## config.mk

```make
export PLATFORM = sky130hd
export DESIGN_NAME = mmio_bus_bridge_flat
export DESIGN_NICKNAME = d
export VERILOG_FILES = /design/src/rtl/mmio_bus_bridge_pkg.sv /design/src/rtl/mmio_bus_bridge_if.sv /design/src/rtl/mmio_bus_bridge_addr_decode.sv /design/src/rtl/mmio_bus_bridge.sv /design/src/flat_wrapper.sv
export SDC_FILE = /design/constraint.sdc
export NUM_CORES = 1
export LEC_CHECK = 0
export CELL_PAD_IN_SITES_DETAIL_PLACEMENT = 0
export CELL_PAD_IN_SITES_GLOBAL_PLACEMENT = 1
export CORE_AREA = 2 2 180 182
export CTS_CLUSTER_DIAMETER = 60
export DETAILED_ROUTE_END_ITERATION = 16
export DIE_AREA = 0 0 182 184
export HOLD_SLACK_MARGIN = 0.12
export PLACE_DENSITY = 0.75
export SYNTH_ARGS = -nofsm -noshare
export SYNTH_HDL_FRONTEND = slang
export SYNTH_HIERARCHICAL = 1
export SYNTH_SLANG_ARGS = --single-unit
```

## constraint.sdc

```tcl
create_clock -name clk -period 2.9 [get_ports clk]
set_clock_uncertainty 0.2 [all_clocks]
set_input_delay 0.58 -clock clk [delete_from_list [all_inputs] [get_ports clk]]
set_output_delay 0.58 -clock clk [all_outputs]
set_load 0.01 [all_outputs]
```

## src/rtl/mmio_bus_bridge_pkg.sv

```systemverilog
// mmio_bus_bridge_pkg
//   Shared definitions for the MMIO bus bridge:
//   - op_t        CPU memory operation codes (OP_NONE .. OP_SB)
//   - EXC_*       exception codes reported on cpu_exc_out
//   - state_t     bridge FSM states
//   - helpers     op classification, lane enables, lane-shifted store data
//                 and load extension
package mmio_bus_bridge_pkg;

  typedef enum logic [3:0] {
    OP_NONE = 4'd0,
    OP_LW   = 4'd1,
    OP_LH   = 4'd2,
    OP_LHU  = 4'd3,
    OP_LB   = 4'd4,
    OP_LBU  = 4'd5,
    OP_SW   = 4'd6,
    OP_SH   = 4'd7,
    OP_SB   = 4'd8
  } op_t;

  localparam logic [4:0] EXC_NONE = 5'd0;
  localparam logic [4:0] EXC_ADEL = 5'd4;
  localparam logic [4:0] EXC_ADES = 5'd5;

  typedef enum logic [1:0] {
    S_IDLE,
    S_CHECK,
    S_BUSY,
    S_DONE
  } state_t;

  // Codes outside the table are never accepted, so they behave like OP_NONE.
  function automatic logic op_valid(input logic [3:0] op);
    return (op >= 4'd1) && (op <= 4'd8);
  endfunction

  function automatic logic op_is_store(input op_t op);
    return (op == OP_SW) || (op == OP_SH) || (op == OP_SB);
  endfunction

  function automatic logic op_is_word(input op_t op);
    return (op == OP_LW) || (op == OP_SW);
  endfunction

  function automatic logic op_is_half(input op_t op);
    return (op == OP_LH) || (op == OP_LHU) || (op == OP_SH);
  endfunction

  function automatic logic [3:0] lane_byteen(input op_t op, input logic [1:0] lane);
    case (op)
      OP_SH:   return 4'b0011 << lane;
      OP_SB:   return 4'b0001 << lane;
      default: return 4'b1111;
    endcase
  endfunction

  // Store data arrives in the low bits and is moved onto the addressed lanes;
  // lanes that are not enabled carry zero.
  function automatic logic [31:0] lane_wdata(input op_t op, input logic [1:0] lane,
                                             input logic [31:0] wdata);
    case (op)
      OP_SW:   return wdata;
      OP_SH:   return {16'h0, wdata[15:0]} << {lane, 3'b000};
      OP_SB:   return {24'h0, wdata[7:0]} << {lane, 3'b000};
      default: return 32'h0;
    endcase
  endfunction

  function automatic logic [31:0] load_extend(input op_t op, input logic [1:0] lane,
                                              input logic [31:0] raw);
    case (op)
      OP_LW:   return raw;
      OP_LH:   return {{16{raw[{lane[1], 4'b1111}]}}, raw[{lane[1], 4'b0000} +: 16]};
      OP_LHU:  return {16'h0, raw[{lane[1], 4'b0000} +: 16]};
      OP_LB:   return {{24{raw[{lane, 3'b111}]}}, raw[{lane, 3'b000} +: 8]};
      OP_LBU:  return {24'h0, raw[{lane, 3'b000} +: 8]};
      default: return 32'h0;
    endcase
  endfunction

endpackage

```

## src/rtl/mmio_bus_bridge_if.sv

```systemverilog
// mmio_bus_bridge_if
//   Device-side bus between the bridge and NUM_DEV memory-mapped slaves.
//   dev_req     one-hot slave select, held until the selected slave acks
//   dev_we      write qualifier
//   dev_addr    latched byte address
//   dev_byteen  lane enables (1111 on reads)
//   dev_wdata   lane-shifted store data
//   dev_rdata   flattened read data, slot i at [32*i+:32]
//   dev_ack     per-slot completion
//   Modports: master (bridge side), slave (device side).
interface mmio_bus_bridge_if #(
  parameter int NUM_DEV = 8
);
  logic [NUM_DEV-1:0]    dev_req;
  logic                  dev_we;
  logic [31:0]           dev_addr;
  logic [3:0]            dev_byteen;
  logic [31:0]           dev_wdata;
  logic [32*NUM_DEV-1:0] dev_rdata;
  logic [NUM_DEV-1:0]    dev_ack;

  modport master (
    output dev_req, dev_we, dev_addr, dev_byteen, dev_wdata,
    input  dev_rdata, dev_ack
  );

  modport slave (
    input  dev_req, dev_we, dev_addr, dev_byteen, dev_wdata,
    output dev_rdata, dev_ack
  );
endinterface

```

## src/rtl/mmio_bus_bridge_addr_decode.sv

```systemverilog
// mmio_bus_bridge_addr_decode
//   Combinational base/limit table decode.
//   addr        in   byte address to decode
//   hit         out  some slot covers addr
//   sel         out  one-hot winning slot (lowest index on overlap)
//   subword_ok  out  winning slot accepts half/byte accesses
//   ro          out  winning slot is read-only
module mmio_bus_bridge_addr_decode #(
  parameter int                    NUM_DEV     = 8,
  parameter logic [32*NUM_DEV-1:0] DEV_BASE    = '0,
  parameter logic [32*NUM_DEV-1:0] DEV_LIMIT   = '0,
  parameter logic [NUM_DEV-1:0]    DEV_SUBWORD = '1,
  parameter logic [NUM_DEV-1:0]    DEV_RO      = '0
) (
  input  logic [31:0]        addr,
  output logic               hit,
  output logic [NUM_DEV-1:0] sel,
  output logic               subword_ok,
  output logic               ro
);

  // Scan from the highest slot down so that the lowest matching slot is the
  // last one written and therefore wins on overlapping ranges.
  always_comb begin
    hit        = 1'b0;
    sel        = '0;
    subword_ok = 1'b0;
    ro         = 1'b0;
    for (int i = NUM_DEV - 1; i >= 0; i--) begin
      if ((addr >= DEV_BASE[32*i +: 32]) && (addr <= DEV_LIMIT[32*i +: 32])) begin
        hit        = 1'b1;
        sel        = '0;
        sel[i]     = 1'b1;
        subword_ok = DEV_SUBWORD[i];
        ro         = DEV_RO[i];
      end
    end
  end

endmodule

```

## src/rtl/mmio_bus_bridge.sv

```systemverilog
// mmio_bus_bridge
//   CPU MEM-stage to memory-mapped slave bridge. Accepts one access in IDLE,
//   checks it (CHECK), runs a req/ack handshake with the selected slave (BUSY)
//   and returns a one-cycle completion with extended load data (DONE).
//   Ports:
//     clk, reset        clock, synchronous active-high reset
//     cpu_req/op/addr/wdata/exc_in/flush   CPU request side
//     cpu_stall/ack/rdata/exc_out          CPU response side
//     dev               mmio_bus_bridge_if.master device bus
//   Optional feature: define BRIDGE_TIMEOUT_EN to abort a slave access that
//   has not acked after TIMEOUT_CYC BUSY cycles (reported as AdEL/AdES).
module mmio_bus_bridge
  import mmio_bus_bridge_pkg::*;
#(
  parameter int                    NUM_DEV     = 8,
  parameter logic [32*NUM_DEV-1:0] DEV_BASE    = '0,
  parameter logic [32*NUM_DEV-1:0] DEV_LIMIT   = '0,
  parameter logic [NUM_DEV-1:0]    DEV_SUBWORD = '1,
  parameter logic [NUM_DEV-1:0]    DEV_RO      = '0
`ifdef BRIDGE_TIMEOUT_EN
  ,
  parameter int                    TIMEOUT_CYC = 255
`endif
) (
  input  logic                clk,
  input  logic                reset,
  input  logic                cpu_req,
  input  logic [3:0]          cpu_op,
  input  logic [31:0]         cpu_addr,
  input  logic [31:0]         cpu_wdata,
  input  logic [4:0]          cpu_exc_in,
  input  logic                cpu_flush,
  output logic                cpu_stall,
  output logic                cpu_ack,
  output logic [31:0]         cpu_rdata,
  output logic [4:0]          cpu_exc_out,
  mmio_bus_bridge_if.master   dev
);

  state_t             state, state_next;
  op_t                op_q;
  logic [31:0]        addr_q, wdata_q, rdata_q;
  logic [4:0]         exc_q;
  logic [NUM_DEV-1:0] sel_q;

  logic               accept;
  logic               dec_hit, dec_subword_ok, dec_ro;
  logic [NUM_DEV-1:0] dec_sel;
  logic [4:0]         fault_code, check_exc;
  logic               ack_sel;
  logic [31:0]        rdata_sel;
  logic               timeout_hit;

  assign accept     = (state == S_IDLE) && cpu_req && op_valid(cpu_op) && !cpu_flush;
  assign fault_code = op_is_store(op_q) ? EXC_ADES : EXC_ADEL;

  mmio_bus_bridge_addr_decode #(
    .NUM_DEV     (NUM_DEV),
    .DEV_BASE    (DEV_BASE),
    .DEV_LIMIT   (DEV_LIMIT),
    .DEV_SUBWORD (DEV_SUBWORD),
    .DEV_RO      (DEV_RO)
  ) u_decode (
    .addr       (addr_q),
    .hit        (dec_hit),
    .sel        (dec_sel),
    .subword_ok (dec_subword_ok),
    .ro         (dec_ro)
  );

  // Exception priority: upstream code first, then alignment, decode miss,
  // sub-word to a word-only slot, and finally a store to a read-only slot.
  always_comb begin
    check_exc = EXC_NONE;
    if (exc_q != EXC_NONE)
      check_exc = exc_q;
    else if ((op_is_word(op_q) && (addr_q[1:0] != 2'b00)) ||
             (op_is_half(op_q) && addr_q[0]))
      check_exc = fault_code;
    else if (!dec_hit)
      check_exc = fault_code;
    else if (!op_is_word(op_q) && !dec_subword_ok)
      check_exc = fault_code;
    else if (op_is_store(op_q) && dec_ro)
      check_exc = fault_code;
  end

  // Only the selected slot's ack and read data are looked at.
  always_comb begin
    rdata_sel = '0;
    for (int i = 0; i < NUM_DEV; i++) begin
      if (sel_q[i])
        rdata_sel = rdata_sel | dev.dev_rdata[32*i +: 32];
    end
  end
  assign ack_sel = |(dev.dev_ack & sel_q);

`ifdef BRIDGE_TIMEOUT_EN
  logic [7:0] wait_cnt;

  // Counts BUSY cycles; cleared as the access enters BUSY.
  always_ff @(posedge clk) begin
    if (reset)
      wait_cnt <= '0;
    else if (state == S_CHECK)
      wait_cnt <= '0;
    else if (state == S_BUSY)
      wait_cnt <= wait_cnt + 8'd1;
  end

  assign timeout_hit = (wait_cnt == 8'(TIMEOUT_CYC - 1)) && !ack_sel;
`else
  assign timeout_hit = 1'b0;
`endif

  always_ff @(posedge clk) begin
    if (reset)
      state <= S_IDLE;
    else
      state <= state_next;
  end

  always_comb begin
    state_next = state;
    case (state)
      S_IDLE:  if (accept) state_next = S_CHECK;
      S_CHECK: state_next = (check_exc != EXC_NONE) ? S_DONE : S_BUSY;
      S_BUSY:  if (ack_sel || timeout_hit) state_next = S_DONE;
      S_DONE:  state_next = S_IDLE;
      default: state_next = S_IDLE;
    endcase
  end

  // Request latch, check result, slave select and captured read data.
  always_ff @(posedge clk) begin
    if (reset) begin
      op_q    <= OP_NONE;
      addr_q  <= '0;
      wdata_q <= '0;
      rdata_q <= '0;
      exc_q   <= EXC_NONE;
      sel_q   <= '0;
    end else begin
      case (state)
        S_IDLE: begin
          if (accept) begin
            op_q    <= op_t'(cpu_op);
            addr_q  <= cpu_addr;
            wdata_q <= cpu_wdata;
            exc_q   <= cpu_exc_in;
            rdata_q <= '0;
          end
        end
        S_CHECK: begin
          exc_q <= check_exc;
          sel_q <= (check_exc == EXC_NONE) ? dec_sel : '0;
        end
        S_BUSY: begin
          if (ack_sel)
            rdata_q <= rdata_sel;
          else if (timeout_hit)
            exc_q <= fault_code;
        end
        default: ;
      endcase
    end
  end

  // Stall covers the accepting cycle combinationally and releases in DONE.
  always_comb begin
    cpu_stall      = accept || (state == S_CHECK) || (state == S_BUSY);
    cpu_ack        = (state == S_DONE);
    cpu_exc_out    = (state == S_DONE) ? exc_q : EXC_NONE;
    cpu_rdata      = '0;
    if ((state == S_DONE) && (exc_q == EXC_NONE) && !op_is_store(op_q))
      cpu_rdata = load_extend(op_q, addr_q[1:0], rdata_q);
    dev.dev_req    = '0;
    dev.dev_we     = 1'b0;
    dev.dev_addr   = '0;
    dev.dev_byteen = 4'b0000;
    dev.dev_wdata  = '0;
    if (state == S_BUSY) begin
      dev.dev_req    = sel_q;
      dev.dev_we     = op_is_store(op_q);
      dev.dev_addr   = addr_q;
      dev.dev_byteen = lane_byteen(op_q, addr_q[1:0]);
      dev.dev_wdata  = lane_wdata(op_q, addr_q[1:0], wdata_q);
    end
  end

endmodule

```

## src/flat_wrapper.sv

```systemverilog
// flat-port wrapper written by rule: the top's interface ports become plain ports
module mmio_bus_bridge_flat import mmio_bus_bridge_pkg::*;
#(
  parameter int                    NUM_DEV     = 8,
  parameter logic [32*NUM_DEV-1:0] DEV_BASE    = '0,
  parameter logic [32*NUM_DEV-1:0] DEV_LIMIT   = '0,
  parameter logic [NUM_DEV-1:0]    DEV_SUBWORD = '1,
  parameter logic [NUM_DEV-1:0]    DEV_RO      = '0

)
  (clk, reset, cpu_req, cpu_op, cpu_addr, cpu_wdata, cpu_exc_in, cpu_flush, cpu_stall, cpu_ack, cpu_rdata, cpu_exc_out, dev_dev_req, dev_dev_we, dev_dev_addr, dev_dev_byteen, dev_dev_wdata, dev_dev_rdata, dev_dev_ack);
  mmio_bus_bridge_if #(.NUM_DEV(NUM_DEV)) dev_i ();
  input  logic clk;
  input  logic reset;
  input  logic cpu_req;
  input  logic [3:0] cpu_op;
  input  logic [31:0] cpu_addr;
  input  logic [31:0] cpu_wdata;
  input  logic [4:0] cpu_exc_in;
  input  logic cpu_flush;
  output logic cpu_stall;
  output logic cpu_ack;
  output logic [31:0] cpu_rdata;
  output logic [4:0] cpu_exc_out;
  output wire logic [$bits(dev_i.dev_req)-1:0] dev_dev_req;
  output wire logic [$bits(dev_i.dev_we)-1:0] dev_dev_we;
  output wire logic [$bits(dev_i.dev_addr)-1:0] dev_dev_addr;
  output wire logic [$bits(dev_i.dev_byteen)-1:0] dev_dev_byteen;
  output wire logic [$bits(dev_i.dev_wdata)-1:0] dev_dev_wdata;
  input wire logic [$bits(dev_i.dev_rdata)-1:0] dev_dev_rdata;
  input wire logic [$bits(dev_i.dev_ack)-1:0] dev_dev_ack;
  assign dev_dev_req = dev_i.dev_req;
  assign dev_dev_we = dev_i.dev_we;
  assign dev_dev_addr = dev_i.dev_addr;
  assign dev_dev_byteen = dev_i.dev_byteen;
  assign dev_dev_wdata = dev_i.dev_wdata;
  assign dev_i.dev_rdata = dev_dev_rdata;
  assign dev_i.dev_ack = dev_dev_ack;
  mmio_bus_bridge #(.NUM_DEV(NUM_DEV), .DEV_BASE(DEV_BASE), .DEV_LIMIT(DEV_LIMIT), .DEV_SUBWORD(DEV_SUBWORD), .DEV_RO(DEV_RO)) u_core (.clk(clk), .reset(reset), .cpu_req(cpu_req), .cpu_op(cpu_op), .cpu_addr(cpu_addr), .cpu_wdata(cpu_wdata), .cpu_exc_in(cpu_exc_in), .cpu_flush(cpu_flush), .cpu_stall(cpu_stall), .cpu_ack(cpu_ack), .cpu_rdata(cpu_rdata), .cpu_exc_out(cpu_exc_out), .dev(dev_i));
endmodule
```

-- Word level (Yosys, flattened, before mapping)
Cells that the tools add are included.
- word-level logic and storage cells: 114
- memory bits (writable): 0
- memories kept: 0
- bits in registers: 115
- output and inout port bits: 116
- bits of input ports: 341
- latch bits: 0
- ROM bits: 0
- multipliers: 0
- shifts and indexed selects: 6
- div/mod/pow operators: 0
- add/subtract/negate cells: 0
- reduce and logical (&&, ||, !) cells: 35
- magnitude comparators: 6
- muxes and demuxes: 39
- bitwise logic cells: 8
- eq/ne operators: 13
- operators with widths (operator ; number):
    $mux 32 ; 13
    $or 32x32->32 ; 7
    $pmux 32 s5 ; 1
    $pmux 32 s3 ; 1
    $pmux 32 s2 ; 1
    $ge 32x1->1 const B ; 1
    $le 32x1->1 const B ; 1
    $shiftx 32x6->16 ; 1
    $shiftx 32x6->8 ; 1
    $shl 16x5->32 ; 1
    $shl 8x5->32 ; 1
    $mux 5 ; 6
    $eq 4x3->1 const B ; 4
    $lt 5x6->1 const B ; 2
    $logic_and 1x1->1 ; 10
    $logic_not 5->1 ; 2
    $pmux 5 s2 ; 1
    $reduce_bool 5->1 ; 2
    $mux 1 ; 9
    $and 8x8->8 ; 1
    $eq 4x2->1 const B ; 2
    $logic_or 1x1->1 ; 8
    $mux 8 ; 1
    $pmux 2 s4 ; 1
    other kinds (19) ; 29

-- Depth between registers and ports, before layout
Gate-level depths: netlist of run 1.
- depth after elaboration: 17
- mapped depth: 8
- depth with buffers taken out: 7

-- Cells and area by module
Netlist of run 1, hierarchy kept.
- by module, submodules not included (module ; sequential area each (um2) ; cells an instance ; instances ; area an instance (um2)):
    mmio_bus_bridge ; 2302.2 ; 971 ; 1 ; 7201.9
    mmio_bus_bridge_addr_decode ; 0.0 ; 22 ; 1 ; 151.4

-- Worst setup path before layout of run 1
No wires, ideal clock.
- path kind: input-to-output
- from: input port cpu_op[0]
- to: output port cpu_stall
- path slack: 0.422 ns
- stages: 4
- data arrival time: 1.698 ns
- cell sequence: nor4_1 nor3_4 buf_2 or3_1
- cells in the longest elaborated chain, start to end: 6
- elaborated cells on any way between the ends: 7
- classes of those cells: 2 x order compare; 5 x reduce/logical
- RTL lines (item ; RTL line ; source):
    from (decl) ; flat_wrapper.sv:16 ; input logic [3:0] cpu_op;
    $ge 4x1->1 or $le 4x4->1 (tied branches) ; mmio_bus_bridge_pkg.sv:35 ; return (op >= 4'd1) && (op <= 4'd8);
    $logic_and 1x1->1 * ; mmio_bus_bridge_pkg.sv:35 ;
    $logic_and 1x1->1 * (2 in a row) ; mmio_bus_bridge.sv:54 ; assign accept = (state == S_IDLE) && cpu_req && op_valid(cpu_op) && !cpu_flush;
    $logic_or 1x1->1 * (2 in a row) ; mmio_bus_bridge.sv:171 ; cpu_stall = accept || (state == S_CHECK) || (state == S_BUSY);
    to (decl) ; flat_wrapper.sv:21 ; output logic cpu_stall;
Every way passes the cells marked *; elsewhere a longest branch is shown, timed or not.

-- Worst setup path in the final report of run 1
- from: register u_core.exc_q[2]
- to: output port cpu_rdata[20]
- cells in the longest elaborated chain, start to end: 4
- RTL lines (item ; RTL line ; source):
    from (decl) ; mmio_bus_bridge.sv:43 ; logic [4:0] exc_q;
    from (signal assigned) ; mmio_bus_bridge.sv:150 ; exc_q <= cpu_exc_in;
    from (signal assigned) ; mmio_bus_bridge.sv:155 ; exc_q <= check_exc;
    from (signal assigned) ; mmio_bus_bridge.sv:162 ; exc_q <= fault_code;
    $logic_not 5->1 ; mmio_bus_bridge.sv:175 ; if ((state == S_DONE) && (exc_q == EXC_NONE) && !op_is_store(op_q))
    $logic_and 1x1->1 (2 in a row) ; mmio_bus_bridge.sv:175 ;
    $mux 32 ; mmio_bus_bridge.sv:175 ;
    to (decl) ; flat_wrapper.sv:23 ; output logic [31:0] cpu_rdata;
No other way between the ends.

==> impl_metrics.toml, run 1 <==
[placed_design]
globalplace.congestion = 0.909
place_ws_ns = -0.347
placed_area_um2 = 12700
port_buffers = 456
dp_hpwl_mm = 38.5

[logic_synthesis]
yosysUniqueCellTypes = 53
syn_inst = 993
synth-async-reset-ratio_pct = 0
yosysWarnings = 6
ys_ff_latch = 115
seq_area_frac_synth_pct = 31.3
avgSynthCellArea_um2 = 7.41
yosys_most_used_dff = "dfxtp_1"
synth_edf_count = 0
netlist_area_um2 = 7350

[global_route]
track_usage_pct = 28.3
grt_pass1_wl_mm = 68.8
grt_max_degree = 68
grt.overflow.total = 0
antenna_found_initial = 18
grt_pass1_vias = 9894

[setup_path]
path_buf_inv = 2
cpLargestDelayFamily = "simple AND/OR/NAND/NOR gates"
cpPeakStageDelay_ns = 0.55
required_ns = 2.12
cp-end-kind = "output port"
worstPathMaxFanout = 8
start_kind = "flip-flop"
crit_chain = "or4_4 -> nor2_4 -> o311ai_4 -> clkbuf_16 -> a21oi_2 -> buf_2"
crit_slowest_cell = "or4_4"
crit_type = "reg2out"
cp_data_arrival_time_ns = 2.22

[detailed_routing]
firstDrtPassIters = 5
wl_mm = 49.7
num_vias = 10100
vias_per_cell = 5.34
ant_nets = 0
routedWlPerCell_um = 26.2
drtIter0Drc = 906
drc = 0

[clock_tree]
cts_tree = "built"
cts_max_level = 4
numCtsBuffers = 17
clk_latency_ns = 0.43
path_clk_slew_ns = 0.07
ctsHoldBuffers = 0
cts_max_path_buffers = 2
clockRootBuffer = "clkbuf_16"
cts.sinks = 115

[floorplanning]
ioPinCount = 457
std_cell_rows = 65
start_util_pct = 23.4
design.die.area_um2 = 33500
coreArea_um2 = 31400
die_x_um = 182
die_h_um = 184

[final_layout]
utilization_pct = 45.3
final_nets = 1819
design_area_um2 = 14200
final_cell_mix = "379 x clkdlybuf4s50_1, 178 x a22oi_1, 166 x nand2_1"
syn2layout_area_growth_pct = 93.6
mostFrequentLayoutCell = "clkdlybuf4s50_1"
layout-drive-gt1-share_pct = 23.3

[sta]
setup_ws_ns = -0.0986
finalCritPeriodShare_pct = 103
finalMaxSlewViolations = 0
grt_setup_unrepaired = "yes"
setup_violations = 48
hold_ws_ns = 0.258
finalHoldViolCount = 0
fmax_mhz = 333
period_needed_ns = 3.00
slew_headroom_pct = 49.0
tightest_slew_ns = 0.765

[power]
powerDensity_nw_per_um2 = 333
vdd_drop_max_mv = 0.405
power.leakage_nw = 5.01
power.total_w = 0.00474

[outcome]
run_status = "complete, but fails checks"
failed_checks = "setup timing"

[min_path]
hold_path.class = "reg2reg"

[run]
cap_violations = 0
what timing repair did:
action	4_1_cts	5_1_grt
setup endpoints to repair	110	69
pin swaps	22	36
cloned	3	6
setup buffers	7	11
gates resized for setup	321	165
power by group:
group          switching (W)  internal (W)
Combinational       0.000375      0.000578
Clock               0.000976       0.00115
Sequential         0.0000433       0.00162
metrics by stage:
stage	cells	setup TNS, ns
after floorplan	1000	0
after global placement	1834	-4.05
after detailed placement	1834	-7.28
after CTS	1876	-3.71
after global routing	1895	-6.18
final	1895	-2.52
metal layers:
layer | wire length (um) | up-vias | global-route usage (%)
met5 | 65 | - | 0
met4 | 1340 | 10 | 7.84
met3 | 3980 | 75 | 7.19
met2 | 24800 | 506 | 51.0
met1 | 19500 | 4913 | 33.2
li1 | - | 4624 | -
cells by family after synthesis:
family                     share of synthesized area [%]
muxes                                               3.16
AOI/OAI and AO/OA                                   33.4
adders and majority gates                          0.681
DFF                                                 31.3
and+or+nand+nor                                     24.6
other                                             0.0510
buffers and inverters                               6.82
worst paths after layout:
check	cells past startpoint	endpoint	startpoint	slack, ns
max	6	cpu_rdata[20]	u_core/exc_q[2]	-0.1
min	2	u_core/wdata_q[20]	u_core/wdata_q[20]	0.26
max reg2reg	10	u_core/sel_q[0]	u_core/addr_q[0]	0.21
min reg2reg	2	u_core/wdata_q[20]	u_core/wdata_q[20]	0.26
synthesized netlist by cell type, drive strengths merged, types with 3 or more instances:
cell type / instances / area share [%]
nor2: 81 / 4.1
ha: 4 / 0.68
nor4: 10 / 1.0
mux2i: 3 / 0.41
and2: 51 / 4.3
o21ai: 20 / 1.4
a222oi: 8 / 1.1
mux2: 16 / 2.5
nand2: 177 / 9.0
a22o: 16 / 1.9
nand3: 4 / 0.27
nor3: 6 / 0.56
nand4: 34 / 2.9
clkbuf: 69 / 3.5
a21oi: 103 / 7.0
buf: 35 / 2.7
dfxtp: 115 / 31
o22ai: 3 / 0.26
nor4b: 3 / 0.85
inv: 11 / 0.56
a22oi: 194 / 20
cell type report:
class                      instances  area, um^2
tap                              402         503
inverter                          12        47.5
antenna                            6        15.0
fill                            3121       17200
clock inverter                    15         156
multi-input combinational        770        5240
sequential                       115        2330
timing repair buffer             558        5520
clock buffer                      17         425
registers in the layout, summed over array words and instances, names as in the netlist:
| register | count |
|---|---|
| u_core/addr_q | 32 |
| u_core/sel_q | 8 |
| u_core/op_q | 4 |
| u_core/state | 2 |
| u_core/rdata_q | 32 |
| u_core/wdata_q | 32 |
| u_core/exc_q | 5 |
tightest hold or removal path, delay by kind of cell, from the launching register on:
| family | cells | cell delay, ns |
|---|---|---|
| flops | 1 | 0.31 |
| simple gates | 1 | 0.05 |
| compound gates | 1 | 0.05 |
Note: power is estimated with default switching activity, not from simulation.
==> run 2: changes to the inputs <==
ABC_CLOCK_PERIOD_IN_PS = 2900   (was not set)
SLEW_MARGIN = 20   (was not set)
==> results of run 2 <==
Same layout as run 1: the final DEF is identical, and so are final timing and power.
